$ cat src/rtl/imem_loader.sv
// Byte-stream loader that fills instruction memory and holds the core in reset until the image is in.
// Optional trailing XOR checksum byte is enabled by defining IMEM_LOADER_CHECKSUM_EN.
module imem_loader #(
    parameter int WIDTH = 32,
    parameter int INDEX = 6
) (
    input  logic             clk_in,
    input  logic             rst_in,
    input  logic [7:0]       byte_in,
    input  logic             byte_valid_in,
    output logic             byte_ready_out,
    input  logic             reload_in,
    output logic             imem_we_out,
    output logic [INDEX-1:0] imem_addr_out,
    output logic [WIDTH-1:0] imem_data_out,
    output logic             core_nrst_out,
    output logic             done_out,
    output logic             error_out,
    output logic [INDEX:0]   words_loaded_out
);

    localparam int BYTES = WIDTH / 8;
    localparam int DEPTH = 2 ** INDEX;
    localparam int SW    = (WIDTH > 32) ? WIDTH : 32;
    localparam int CW    = $clog2(SW / 8) + 1;

`ifdef IMEM_LOADER_CHECKSUM_EN
    typedef enum logic [2:0] {S_LEN, S_LOAD, S_CHECK, S_DONE, S_ERROR} state_t;
    localparam state_t S_AFTER = S_CHECK;
`else
    typedef enum logic [2:0] {S_LEN, S_LOAD, S_DONE, S_ERROR} state_t;
    localparam state_t S_AFTER = S_DONE;
`endif

    state_t           r_state;
    logic [CW-1:0]    r_byte_cnt;
    logic [INDEX:0]   r_word_cnt;
    logic [INDEX:0]   r_target;
    logic [SW-1:0]    r_shift;
    logic [7:0]       r_sum;
    logic             r_we;
    logic [INDEX-1:0] r_addr;
    logic [WIDTH-1:0] r_data;
    logic             r_done;
    logic             r_nrst;
    logic             r_error;

    logic             w_ready;
    logic             w_accept;
    logic [SW-1:0]    w_shift_next;
    logic [31:0]      w_len;
    logic             w_len_too_big;
    logic [INDEX:0]   w_word_cnt_next;

`ifdef IMEM_LOADER_CHECKSUM_EN
    assign w_ready = (r_state == S_LEN) || (r_state == S_LOAD) || (r_state == S_CHECK);
`else
    assign w_ready = (r_state == S_LEN) || (r_state == S_LOAD);
`endif
    assign w_accept = byte_valid_in && w_ready;

    // Little-endian assembly: the byte counter selects which lane the incoming byte fills.
    always_comb begin
        w_shift_next = r_shift;
        w_shift_next[{r_byte_cnt, 3'b000} +: 8] = byte_in;
    end

    assign w_len           = w_shift_next[31:0];
    assign w_len_too_big   = {1'b0, w_len} > 33'(DEPTH);
    assign w_word_cnt_next = r_word_cnt + 1'b1;

    always_ff @(posedge clk_in) begin
        if (rst_in) begin
            r_state    <= S_LEN;
            r_byte_cnt <= '0;
            r_word_cnt <= '0;
            r_target   <= '0;
            r_shift    <= '0;
            r_sum      <= '0;
            r_we       <= 1'b0;
            r_addr     <= '0;
            r_data     <= '0;
            r_done     <= 1'b0;
            r_nrst     <= 1'b0;
            r_error    <= 1'b0;
        end else begin
            r_we <= 1'b0;
            case (r_state)
                S_LEN: begin
                    if (w_accept) begin
                        if (r_byte_cnt == CW'(3)) begin
                            r_byte_cnt <= '0;
                            r_shift    <= '0;
                            r_target   <= w_len[INDEX:0];
                            if (w_len_too_big) begin
                                r_state <= S_ERROR;
                                r_error <= 1'b1;
                            end else if (w_len == 32'd0) begin
                                r_state <= S_AFTER;
                            end else begin
                                r_state <= S_LOAD;
                            end
                        end else begin
                            r_byte_cnt <= r_byte_cnt + 1'b1;
                            r_shift    <= w_shift_next;
                        end
                    end
                end
                S_LOAD: begin
                    if (w_accept) begin
                        r_sum <= r_sum ^ byte_in;
                        if (r_byte_cnt == CW'(BYTES - 1)) begin
                            r_byte_cnt <= '0;
                            r_shift    <= '0;
                            r_we       <= 1'b1;
                            r_data     <= w_shift_next[WIDTH-1:0];
                            r_addr     <= r_word_cnt[INDEX-1:0];
                            r_word_cnt <= w_word_cnt_next;
                            if (w_word_cnt_next == r_target) begin
                                r_state <= S_AFTER;
                            end
                        end else begin
                            r_byte_cnt <= r_byte_cnt + 1'b1;
                            r_shift    <= w_shift_next;
                        end
                    end
                end
`ifdef IMEM_LOADER_CHECKSUM_EN
                S_CHECK: begin
                    if (w_accept) begin
                        if (byte_in == r_sum) begin
                            r_state <= S_DONE;
                        end else begin
                            r_state <= S_ERROR;
                            r_error <= 1'b1;
                        end
                    end
                end
`endif
                // Release lags state entry by one edge so it never overlaps the last write pulse.
                S_DONE, S_ERROR: begin
                    if (reload_in) begin
                        r_state    <= S_LEN;
                        r_byte_cnt <= '0;
                        r_word_cnt <= '0;
                        r_shift    <= '0;
                        r_sum      <= '0;
                        r_done     <= 1'b0;
                        r_nrst     <= 1'b0;
                        r_error    <= 1'b0;
                    end else if (r_state == S_DONE) begin
                        r_done <= 1'b1;
                        r_nrst <= 1'b1;
                    end
                end
                default: r_state <= S_LEN;
            endcase
        end
    end

    assign byte_ready_out   = w_ready;
    assign imem_we_out      = r_we;
    assign imem_addr_out    = r_addr;
    assign imem_data_out    = r_data;
    assign core_nrst_out    = r_nrst;
    assign done_out         = r_done;
    assign error_out        = r_error;
    assign words_loaded_out = r_word_cnt;

endmodule
$ cat config.mk
export PLATFORM = sky130hd
export DESIGN_NAME = imem_loader
export DESIGN_NICKNAME = d
export VERILOG_FILES = /design/src/rtl/imem_loader.sv
export SDC_FILE = /design/constraint.sdc
export NUM_CORES = 1
export LEC_CHECK = 0
export ABC_AREA = 1
export ABC_CLOCK_PERIOD_IN_PS = 2410
export BUFFER_PORTS_ARGS = -buffer_cell sky130_fd_sc_hd__buf_2
export CORE_UTILIZATION = 52
export DETAILED_ROUTE_END_ITERATION = 8
export PLACE_DENSITY = 0.83
export SYNTH_ARGS = -nofsm -noshare
export SYNTH_HDL_FRONTEND = slang
export SYNTH_SLANG_ARGS = --single-unit
$ cat constraint.sdc
create_clock -name clk_in -period 2.41 [get_ports clk_in]
set_input_delay 0.241 -clock clk_in [delete_from_list [all_inputs] [get_ports clk_in]]
set_output_delay 0.241 -clock clk_in [all_outputs]
set_load 0.02 [all_outputs]
==> out/metrics.yaml <==
outcome:
  outcome: "completed"
final_layout:
  final_common_cell: "nand2_1"
  fin_nets: 755
  drive_gt1_share_pct: 21.1
  layout_common_cells: "178 x nand2_1, 90 x dfxtp_1, 86 x inv_1, 63 x a21oi_1"
  synthToLayoutAreaGrowth_pct: 20.4
  diodes: 0
global_routing:
  grt_pass1_wl_mm: 18.1
  gr-usage-all-layers_pct: 26.2
  first_global_vias: 4037
  grt_overflow_total: 0
  antenna_found_initial: 0
  grt_max_degree: 60
worst_setup_path:
  crit_slowest_cell: "ha_4"
  worst-setup-path-type: "flip-flop to flip-flop"
  rrSetupSlack_ns: 0.15
  reg2reg_to: "r_state[0]$_SDFFE_PP0P_"
  critPathRequiredTime_ns: 2.65
  reg2reg_depth: 15
  cp.arrival_ns: 2.49
  critPathLaunchType: "flip-flop"
  max_stage_delay_ns: 0.35
  crit_buf_inv: 1
  end_kind: "flip-flop"
  timing.critical_path.cells: "inv_2, ha_2, ha_4, nand2_8, and2_1, a21oi_2, nand2_1, nor2_1, nand2_1, nor2_1, nand2_1, nor2_2, nand2_1, nand2_1, a21oi_1"
  critPathMaxFanout: 9
  cp_top_family: "simple AND/OR/NAND/NOR gates"
  crit_top_cell: "nand2_1"
  rr_startpoint: "r_byte_cnt[0]$_SDFFE_PP0P_"
detailed_routing:
  drt_iter0_drc: 334
  firstDrtPassIters: 7
  routed_wl_mm: 11.5
  postRouteAntennaNets: 0
  drc: 0
  vias: 4461
  wl_per_cell_um: 13.5
  routed_via_density: 5.27
worst_hold_path:
  hp-class: "input pin to flip-flop"
  min_delay_path_depth: 2
  min_to: "r_byte_cnt[2]$_SDFFE_PP0P_"
  min_from: "byte_valid_in"
die:
  start_util_pct: 54.0
  io_pins: 62
  row_count: 33
  fp.coreArea_sq_um: 8220
  die_area_sq_um: 8910
  die_h_um: 94.4
  die_x_um: 94.4
sta:
  tns_ns: 0
  worst_slew_pin_slew_ns: 0.635
  min_period_over_period_pct: 93.6
  drv_slew: 0
  finalHoldViolations: 0
  maxSlewHeadroom_pct: 57.6
  timing.fmax_mhz: 443
  finalCriticalPeriod_ns: 2.26
  layout_setup_ws_ns: 0.154
  clock_skew_ns: 0.00937
  setup_viol: 0
clocking:
  cts_tree: "built"
  cts.path.max_buffers: 2
  clock_tree.root_cell: "clkbuf_8"
  clock_latency_ns: 0.37
  clk_pin_slew_worst_paths_ns: 0.09
  cts-hold-fix-buffers: 0
  numCtsBuffers: 9
  cts_max_level: 3
  cts.sinks: 92
place:
  pre_cts_slack_ns: -0.0988
  dpl.hpwl_mm: 8.05
  portBuffers: 61
  gp_congestion: 0.917
synth:
  syn_nets: 678
  synth_cells: 659
  syn_area_per_cell_sq_um: 6.73
  synth.distinct_cells: 31
  seq_area_frac_synth_pct: 41.5
  async_flop_share_pct: 0
  ys_seq_elements: 92
  synth-main-ff-cell: "dfxtp_1"
  synth_edf_count: 0
  yosysWarnings: 0
  synth_area_sq_um: 4440
job:
  cap_violations: 0
power:
  power_density_nw_per_um2: 675
  ir_drop_uv: 331
  power_leakage_uw: 0.00269
[layer usage]
| layer | vias up | share of wire [%] | track usage [%] | wire (um) |
|---|---|---|---|---|
| met4 | 0 | 3.0 | 13.3 | 346 |
| met3 | 36 | 7.0 | 4.83 | 797 |
| met5 | - | 0 | 0 | 0 |
| li1 | 2244 | - | - | - |
| met2 | 173 | 46 | 42.0 | 5280 |
| met1 | 2008 | 44 | 33.7 | 5030 |
[logic make-up after synthesis]
logic type,count (synthesis),synth area share (%)
AOI/OAI and AO/OA,135,17.1
xor gates and xnor gates,2,0.395
adders and majority gates,7,1.97
buffers and inverters,122,11.1
DFF,92,41.5
and+or+nand+nor,301,27.9
[cells in the mapped netlist (6+ instances only)]
cell	instances	area, sq um
a21boi_0	6	45.0
a21oi_1	65	325
a2bb2oi_1	8	70.1
buf_2	8	40.0
clkbuf_1	16	60.1
dfxtp_1	92	1840
ha_1	7	87.6
inv_1	86	323
inv_2	6	22.5
nand2_1	184	691
nand3_1	38	190
nor2_1	66	248
o211ai_1	10	75.1
o21ai_0	40	200
[state kept, by name, summed over array words and instances, names as in the netlist]
name / cells
imem_data_out: 32
words_loaded_out: 7
error_out: 1
core_nrst_out: 1
r_state: 2
r_shift: 32
r_target: 7
r_byte_cnt: 3
imem_addr_out: 6
imem_we_out: 1
[worst reg2reg max path: stages, from the launching register on]
cell	delay [ns]
dfxtp_2	0.34
inv_2	0.04
ha_2	0.20
ha_4	0.35
nand2_8	0.10
and2_1	0.16
a21oi_2	0.13
nand2_1	0.07
nor2_1	0.11
nand2_1	0.10
nor2_1	0.12
nand2_1	0.09
nor2_2	0.11
nand2_1	0.08
nand2_1	0.08
a21oi_1	0.06
[final cells by class]
type	count	area, sq um
clock buffer	11	141
clock inverter	5	61.3
fill	672	2870
inverter	94	353
multi-input combinational	446	2250
sequential	92	1840
tap	105	131
timing repair buffer	93	558
[how the worst max path moves through the flow]
stage                                           from                       to  slack (ns)  cells after the start
after CTS                 r_byte_cnt[0]$_SDFFE_PP0P_  r_state[0]$_SDFFE_PP0P_       0.003                     16
after floorplan           r_byte_cnt[0]$_SDFFE_PP0P_  r_state[0]$_SDFFE_PP0P_        0.02                     16
final                     r_byte_cnt[0]$_SDFFE_PP0P_  r_state[0]$_SDFFE_PP0P_        0.15                     15
after global routing      r_byte_cnt[1]$_SDFFE_PP0P_  r_state[0]$_SDFFE_PP0P_       -0.04                     15
after detailed placement  r_byte_cnt[0]$_SDFFE_PP0P_  r_state[0]$_SDFFE_PP0P_        -0.1                     15
after global placement    r_byte_cnt[0]$_SDFFE_PP0P_  r_state[1]$_SDFFE_PP0P_       -0.05                     15
[per-stage QoR]
| stage | utilization, % | instance area (sq um) | cells | hold WS (ns) | power, uW |
|---|---|---|---|---|---|
| after floorplan | - | 4440 | 659 | 0.359 | 2250 |
| after global placement | 60.5 | 4970 | 827 | 0.450 | 2460 |
| after detailed placement | 60.5 | 4970 | 827 | 0.457 | 2480 |
| after CTS | 63.2 | 5190 | 843 | 0.114 | 3540 |
| after global routing | 65.0 | 5340 | 846 | 0.141 | 3790 |
| final | 65.0 | 5340 | 846 | 0.135 | 3610 |
[report_power, final]
group,switching [uW],internal (uW),total [uW]
Sequential,52.2,1610,1670
Combinational,582,280,861
Clock,569,512,1080
[what timing repair did]
| item | CTS | global route |
|---|---|---|
| setup buffers | 0 | 2 |
| gates resized for setup | 8 | 44 |
| gates cloned | 0 | 1 |
| endpoints found under the setup margin | 3 | 3 |
| pin swaps | 0 | 7 |
No activity file was read; power rests on OpenSTA's default activity.
